--- src/rtl/misr_pkg.sv ---
// Shared definitions for the MISR response compactor: FSM state encoding
// and the per-width feedback tap table.
package misr_pkg;

    // Widest supported signature (N = 150 -> 151 bits).
    localparam int MISR_MAX_W = 151;

    typedef enum logic [1:0] {
        IDLE = 2'd0,
        RUN  = 2'd1,
        CMP  = 2'd2
    } misr_state_e;

    // Tap mask for signature MSB index n; bit t set means sig[t] feeds back.
    // An all-zero mask marks an unsupported width.
    function automatic logic [MISR_MAX_W-1:0] misr_taps(input int n);
        logic [MISR_MAX_W-1:0] m;
        m = '0;
        case (n)
            3:   begin m[3]   = 1'b1; m[2]   = 1'b1; m[0] = 1'b1; end
            4:   begin m[4]   = 1'b1; m[3]   = 1'b1; m[0] = 1'b1; end
            5:   begin m[5]   = 1'b1; m[3]   = 1'b1; m[0] = 1'b1; end
            9:   begin m[9]   = 1'b1; m[5]   = 1'b1; m[0] = 1'b1; end
            10:  begin m[10]  = 1'b1; m[7]   = 1'b1; m[0] = 1'b1; end
            16:  begin m[16]  = 1'b1; m[15]  = 1'b1; m[13] = 1'b1; m[4]  = 1'b1; m[0] = 1'b1; end
            50:  begin m[50]  = 1'b1; m[49]  = 1'b1; m[24] = 1'b1; m[23] = 1'b1; m[0] = 1'b1; end
            100: begin m[100] = 1'b1; m[63]  = 1'b1; m[0] = 1'b1; end
            114: begin m[114] = 1'b1; m[113] = 1'b1; m[33] = 1'b1; m[32] = 1'b1; m[0] = 1'b1; end
            120: begin m[120] = 1'b1; m[113] = 1'b1; m[9]  = 1'b1; m[2]  = 1'b1; m[0] = 1'b1; end
            150: begin m[150] = 1'b1; m[97]  = 1'b1; m[0] = 1'b1; end
            default: m = '0;
        endcase
        return m;
    endfunction

    function automatic bit misr_supported(input int n);
        return misr_taps(n) != '0;
    endfunction

endpackage

--- src/rtl/misr_core.sv ---
// MISR signature register datapath: load seed, compact one word, or hold.
// No control logic lives here; the top level decides when to load/step.
module misr_core #(
    parameter int         N    = 16,
    parameter logic [N:0] SEED = 1,
    parameter logic [N:0] TAPS = '0
) (
    input  logic       clk,
    input  logic       reset,
    input  logic       load,
    input  logic       step,
    input  logic [N:0] data,
    output logic [N:0] sig
);

    logic fb;
    assign fb = ^(sig & TAPS);

    // Signature register: seed on load, shift-with-feedback XOR data on step.
    always_ff @(posedge clk or posedge reset) begin
        if (reset)
            sig <= SEED;
        else if (load)
            sig <= SEED;
        else if (step)
            sig <= {fb ^ data[N], sig[N:1] ^ data[N-1:0]};
    end

endmodule

--- src/rtl/misr_compactor.sv ---
// MISR response compactor with start/done framing and golden compare.
// Optional feature: define MISR_XMASK_EN to add a data_mask port that
// forces masked (unknown) response bits to zero before compaction.
module misr_compactor
    import misr_pkg::*;
#(
    parameter int         N     = 16,
    parameter logic [N:0] SEED  = 1,
    parameter int         CNT_W = 16
) (
    input  logic             clk,
    input  logic             reset,
    input  logic             start,
    input  logic [CNT_W-1:0] length,
    input  logic [N:0]       golden,
    input  logic             data_valid,
    input  logic [N:0]       data_in,
`ifdef MISR_XMASK_EN
    input  logic [N:0]       data_mask,
`endif
    output logic             busy,
    output logic             done,
    output logic             pass,
    output logic [N:0]       signature
);

    localparam logic [MISR_MAX_W-1:0] TAPS_ALL = misr_taps(N);
    localparam logic [N:0]            TAPS     = TAPS_ALL[N:0];

    if (!misr_supported(N)) begin : g_bad_width
        $error("misr_compactor: unsupported N=%0d", N);
    end

    misr_state_e      state_q, state_d;
    logic [CNT_W-1:0] cnt_q;
    logic             load, step;
    logic [N:0]       word;

`ifdef MISR_XMASK_EN
    assign word = data_in & ~data_mask;
`else
    assign word = data_in;
`endif

    // Next-state and datapath strobes; start is only honoured in IDLE.
    always_comb begin
        state_d = state_q;
        load    = 1'b0;
        step    = 1'b0;
        case (state_q)
            IDLE: if (start) begin
                load    = 1'b1;
                state_d = (length == '0) ? CMP : RUN;
            end
            RUN: if (data_valid) begin
                step = 1'b1;
                if (cnt_q == CNT_W'(1))
                    state_d = CMP;
            end
            CMP:     state_d = IDLE;
            default: state_d = IDLE;
        endcase
    end

    // State, word counter and registered status outputs.
    always_ff @(posedge clk or posedge reset) begin
        if (reset) begin
            state_q <= IDLE;
            cnt_q   <= '0;
            busy    <= 1'b0;
            done    <= 1'b0;
            pass    <= 1'b0;
        end else begin
            state_q <= state_d;
            busy    <= (state_d != IDLE);
            done    <= (state_q == CMP);
            if (load)
                cnt_q <= length;
            else if (step)
                cnt_q <= cnt_q - CNT_W'(1);
            if (load)
                pass <= 1'b0;
            else if (state_q == CMP)
                pass <= (signature == golden);
        end
    end

    misr_core #(
        .N    (N),
        .SEED (SEED),
        .TAPS (TAPS)
    ) u_core (
        .clk   (clk),
        .reset (reset),
        .load  (load),
        .step  (step),
        .data  (word),
        .sig   (signature)
    );

endmodule

--- config.mk ---
export PLATFORM = sky130hd
export DESIGN_NAME = misr_compactor
export DESIGN_NICKNAME = d
export VERILOG_FILES = /design/src/rtl/misr_pkg.sv /design/src/rtl/misr_core.sv /design/src/rtl/misr_compactor.sv
export SDC_FILE = /design/constraint.sdc
export NUM_CORES = 1
export LEC_CHECK = 0
export CORE_MARGIN = 1.5
export CORE_UTILIZATION = 50
export CTS_CLUSTER_SIZE = 24
export DETAILED_ROUTE_END_ITERATION = 12
export MAX_ROUTING_LAYER = met4
export PLACE_DENSITY = 0.86
export SYNTH_ARGS = -nofsm -noshare
export SYNTH_HDL_FRONTEND = slang
export SYNTH_HIERARCHICAL = 1
export SYNTH_SLANG_ARGS = --single-unit
--- constraint.sdc ---
create_clock -name clk -period 5.89 [get_ports clk]
set_clock_uncertainty 0.05 [all_clocks]
set_input_delay 0.8835 -clock clk [delete_from_list [all_inputs] [get_ports clk]]
set_output_delay 0.8835 -clock clk [all_outputs]
set_load 0.02 [all_outputs]
==> metrics.txt <==
Global Route Usage Sum 25.6%; Final Hold Vio Count 0; Die Width 69.9 um; DP HPWL 4460 um; LEAKAGE 1.21 nW; residual DRC count 0; initial antenna violation count 0; Mapped Cells 236; number of buffers added on ports 73; CTS max path bufs 2; post-CTS setup buffers 0; Yosys cell types 49; num rows 24; synthesis-stage register bit count 38; Syn Nets 292; Core Area about 0.0043 mm^2; Max Freq 0.292 GHz; sequential cell area 952 um^2; CP Capture Type register; Initial Utilization between 50% and 60%; Post-CTS Resized 0; count of final setup violators 0; IO Pins 74; clock transition at the registers of the reported paths 80 ps; Worst slew margin about a quarter; CTS Buf Count 5; syn avg cell area 9.48 um^2; Fill cells 350; asr flop ratio synth 100%; synthesized area 0.00224 mm^2; RD Place Congestion 0.921; worst-path fanout max 40; most common cell in the synthesized netlist dfrtp_1; Max Slew Vio Count 0; pin count of the biggest net entering global routing 41; Slew @ Worst Pin 1120 ps; area added between synthesis and finish 37.6%; R2R Setup Slk ~3000 ps; Die H 69.9 um; crit path time final 3420 ps; WL final 6060 um; first-iteration detailed-routing DRC count 281; share of cells above drive strength 1 5.90%; die footprint 0.00489 mm^2; P per Cell Area approximately 470 mW/mm^2; status finished, final reports clean; clock tree sinks 38; area post-placement 0.00297 mm^2; synth cell count leaders dfrtp_1 (37), nor2_1 (29), xnor2_1 (22); hold-fix buffers at CTS 0; Worst Setup SP data_valid; Clock Latency Late Sink 290 ps; Via density 6.13; ys flop type dfrtp_1; Synth area leaders dfrtp_1 (41%), xnor2_1 (8.6%), xor2_1 (5.1%); Final Instance Area 0.00308 mm^2; max-capacitance violation count 0; Reg-to-Reg Start state_q[1]$_DFF_PP0_; period utilization 58.1%; vias in the first global route 2078; overall via count from detail_route roughly 2200; First-pass DRT Iterations 5; post-route setup TNS 0 ps; GRT overflow 0; Peak VDD IR about 0.00026 V; sequential fraction of the synthesis area 42.5%; reg2reg end cnt_q[6]$_DFFE_PP0P_; area of the multi-input gates 0.00120 mm^2; routed len/inst 17.0 um; Antenna diodes 0; Placement Setup Slack 2270 ps; first-pass GRT wire length about 10000 um; hold path depth 2; signal arrival time at the worst endpoint 3540 ps; leading area contributor after synthesis dfrtp_1; Req. time, crit path 6000 ps; Post-synth EDFFs 0; post-route ant nets 0; Final Net Count 360; Synth top area share about two fifths; unrepaired setup endpoints after global routing no; worst hold path class reg2reg; Ys Warns 6; Worst R2R Path Depth 5; crit path kind in2reg; startpoint types primary input; Critical Path Sink cnt_q[6]$_DFFE_PP0P_; CTS tree yes; # H-tree levels 2; final setup margin around 2500 ps; root buf cell clkbuf_8
## critical path, stage by stage
cell and delay [ps]:
clkdlybuf4s50_1 500, nand3b_1 400, inv_1 990, nand3_1 290, o311ai_0 360, nand3_1 110
## worst min-delay path by stage
stage,startpoint,to
after global placement,pass$_DFFE_PP0P_,pass$_DFFE_PP0P_
final,pass$_DFFE_PP0P_,pass$_DFFE_PP0P_
after floorplan,state_q[1]$_DFF_PP0_,state_q[1]$_DFF_PP0_
after global routing,cnt_q[15]$_DFFE_PP0P_,cnt_q[15]$_DFFE_PP0P_
after detailed placement,pass$_DFFE_PP0P_,pass$_DFFE_PP0P_
after CTS,pass$_DFFE_PP0P_,pass$_DFFE_PP0P_
## cells by family after synthesis
group,Yosys count,share of synthesized area (%)
compound gates,51,16.7
xor+xnor,36,14.7
fa+ha+maj,2,1.12
buf+inv,19,4.02
flops,38,42.5
simple gates,90,20.9
## sequential cells by signal (all words and copies together), names as in the netlist
register	flops
u_core/sig	17
cnt_q	16
state_q	2
busy	1
done	1
pass	1
## metal layers
layer  track usage (%)  wire length (um)  up-vias
met3              6.78               505       20
met5                 -                 0        -
met2              39.9              2920      141
li1                  -                 -      996
met1              33.2              2490     1031
met4              7.48               150        0
## where the power goes
group	internal [W]	switching, W	leakage, nW	total, W
Sequential	0.000374	0.000149	0.457	0.000523
Clock	0.000118	0.0000908	0.0575	0.000209
Combinational	0.000363	0.000350	0.696	0.000713
## final cells by class
class,count,area share (%)
multi-input cells,179,38.8
flip-flops and latches,38,30.9
repair buffers,73,23.7
clock buffers,8,3.57
well taps,52,2.11
inverters,7,0.853
## metrics by stage
stage          instances  utilization, %  power (W)  hold slack, ps
3_5_place_dp         349            68.7    0.00123             443
3_3_place_gp         349            68.7    0.00120             446
4_1_cts              357            71.2    0.00144             458
5_1_grt              357            71.2    0.00153             514
6_report             357            71.2    0.00144             454
2_1_floorplan        236               -   0.000970             427
## cell usage in the layout (no fill, tap or decap), types with 3 or more instances in the layout
cell             synthesis  routed
a211oi_1                15      15
a21oi_1                  6       6
a221o_1                  5       5
clkbuf_8                 1       8
clkdlybuf4s50_1          0      73
dfrtp_1                 37      37
inv_1                    6       6
nand2_1                 13      13
nand3_1                  8       8
nand4_1                  3       3
nor2_1                  29      29
nor3_1                   7       7
nor4_1                  10      10
o21ai_0                 10      10
or3_1                    4       4
xnor2_1                 22      22
xor2_1                  13      13
No activity file was read; power rests on OpenSTA's default activity.
==> RTL edit, RTL diff (same flow settings) <==
Remove the register `busy`: a continuous assignment takes its place, so the output `busy` follows one clock earlier.
--- a/src/rtl/misr_compactor.sv
+++ b/src/rtl/misr_compactor.sv
@@ -69,3 +69,2 @@
             cnt_q   <= '0;
-            busy    <= 1'b0;
             done    <= 1'b0;
@@ -74,3 +73,2 @@
             state_q <= state_d;
-            busy    <= (state_d != IDLE);
             done    <= (state_q == CMP);
@@ -86,2 +84,4 @@
     end
+
+    assign busy = (state_d != IDLE);
 
Formal check against the unedited RTL: not equivalent (Yosys sat finds a counterexample within 4 cycles, from zero or initial values and one cycle with reset high).
==> RTL edit against the unedited design <==
Design area decreased by 1.6%. Sequential cell count decreased by 1. Die area decreased by 1.1%. Wire length decreased by 2.6%. Setup slack improved by 93 ps. Area after synthesis decreased by 1.1%. Total power decreased by 2.6%. Synthesized cell count decreased by 0.42%. Largest power group unchanged.
==> RTL edit: results (changes against the unedited design) <==
Outcome
  – Status: finished, final reports clean

Power and ir drop
  – Seq pwr: 0.519 mW (-0.8%)
  – Switching part of the total power: 41.7% (+0.81 points)
  – Leak: 1.19 nW (-1.8%)
  – Peak supply drop: 0.000227 V (-11%)
  – Post-layout power: 1.41 mW (-2.6%)
  – P_comb: 0.705 mW (-1%)

Route
  – Metal2 WL: 2890 um (-0.93%)
  – Initial drt markers: 247 (-12%)
  – Top layer in use: met4
  – Drt first pass iters: 4 (-1)
  – Metal-1 WL: 2620 um (+5.3%)
  – Via density: 5.81 (-5.2%)
  – Met3 wire len: 295 um (-42%)
  – Wire per inst: 16.6 um (-2.0%)

Cells and area
  – Signal buffers: 73 (unchanged)
  – Final Instance Count excl. Fillers: 355 (-0.56%)
  – Seq area share: 30.6% (-0.33 points)
  – Layout cell share with drive strength beyond 1: 5.28% (-0.62 points)
  – Final instance area: 0.00303 sq mm (-1.6%)
  – Clock-cell share of area: 2.85% (-0.73 points)
  – Antenna Cells: 0 (unchanged)
  – Non-clock buffering overhead: 24.1% (+0.38 points)
  – Largest regs: u_core/sig (17), cnt_q (16), state_q (2)
  – # clk buffers: 7 (-1)
  – Multi-input combinational area share: 39.5% (+0.62 points)
  – FILL cells: 329 (-6.0%)

Synthesis
  – Dominant cells by area after synthesis: dfrtp_1, xnor2_1, xor2_1
  – Syn Inst Count: 235 (-0.42%)
  – XOR/XNOR Fraction of Synth Area: 14.9% (+0.17 points)
  – Synthesis-stage register bit count: 37 (-2.6%)
  – Top post-synthesis cells by count: dfrtp_1, nor2_1, xnor2_1
  – Post-Synth Adder-Cell Area: 1.13% (+0.013 points)
  – Synth Area in Compound Gates: 16.9% (+0.19 points)
  – Post-synthesis sequential area ratio: 41.9% (-0.65 points)
  – Syn_nets: 291 (-0.34%)

Placement
  – Post-Place Cell Area: 0.00295 sq mm (-0.84%)
  – Post-DP HPWL: 4310 um (-3.3%)
  – Place WS: 2290 ps (+21.7 ps)
  – Placed instance count: 348 (-0.29%)
  – Global placement routability congestion: 0.885 (-3.9%)

Worst setup path
  – Data arrival time of the critical path: 3460 ps (-80 ps)

Global route
  – Grt met1 use: 34.2% (+0.98 points)
  – Initial antenna violation count: 0 (unchanged)
  – M2 GR Usage: 41.5% (+1.6 points)
  – First-pass GRT wire length: 9650 um (-0.78%)
  – Vias in the first global route: 2017 (-2.9%)
  – M3 GR Usage: 5.38% (-1.4 points)
  – Global-route usage over all layers: 26.2% (+0.59 points)

CTS
  – CTS H-tree lvls: 2 (unchanged)

STA
  – Slew @ Worst Pin: 1160 ps (+38.1 ps)

Floorplanning
  – Die area: 0.00484 sq mm (-1.1%)
-- RTL edit: changes by cell type after synthesis, sizes merged --
cell,delta
dfrtp,-1
-- RTL edit: worst max-delay path: stages --
cell	delay (ps)
clkdlybuf4s50_1	490
nand3b_1	380
inv_1	1000
nand3_1	250
o311ai_0	340
nand3_1	110
-- RTL edit: path summary, 6_finish.rpt --
| check | from | to | slack (ps) | cells after the start |
|---|---|---|---|---|
| min in group asynchronous | reset | u_core/sig[4]$_DFFE_PP0P_ | 950 | 2 |
| min | cnt_q[9]$_DFFE_PP0P_ | cnt_q[9]$_DFFE_PP0P_ | 490 | 1 |
| max reg2reg | state_q[1]$_DFF_PP0_ | cnt_q[6]$_DFFE_PP0P_ | 3090 | 5 |
| max | data_valid | cnt_q[6]$_DFFE_PP0P_ | 2560 | 6 |
| max in group asynchronous | reset | cnt_q[13]$_DFFE_PP0P_ | 4300 | 2 |
| min reg2reg | cnt_q[9]$_DFFE_PP0P_ | cnt_q[9]$_DFFE_PP0P_ | 490 | 1 |
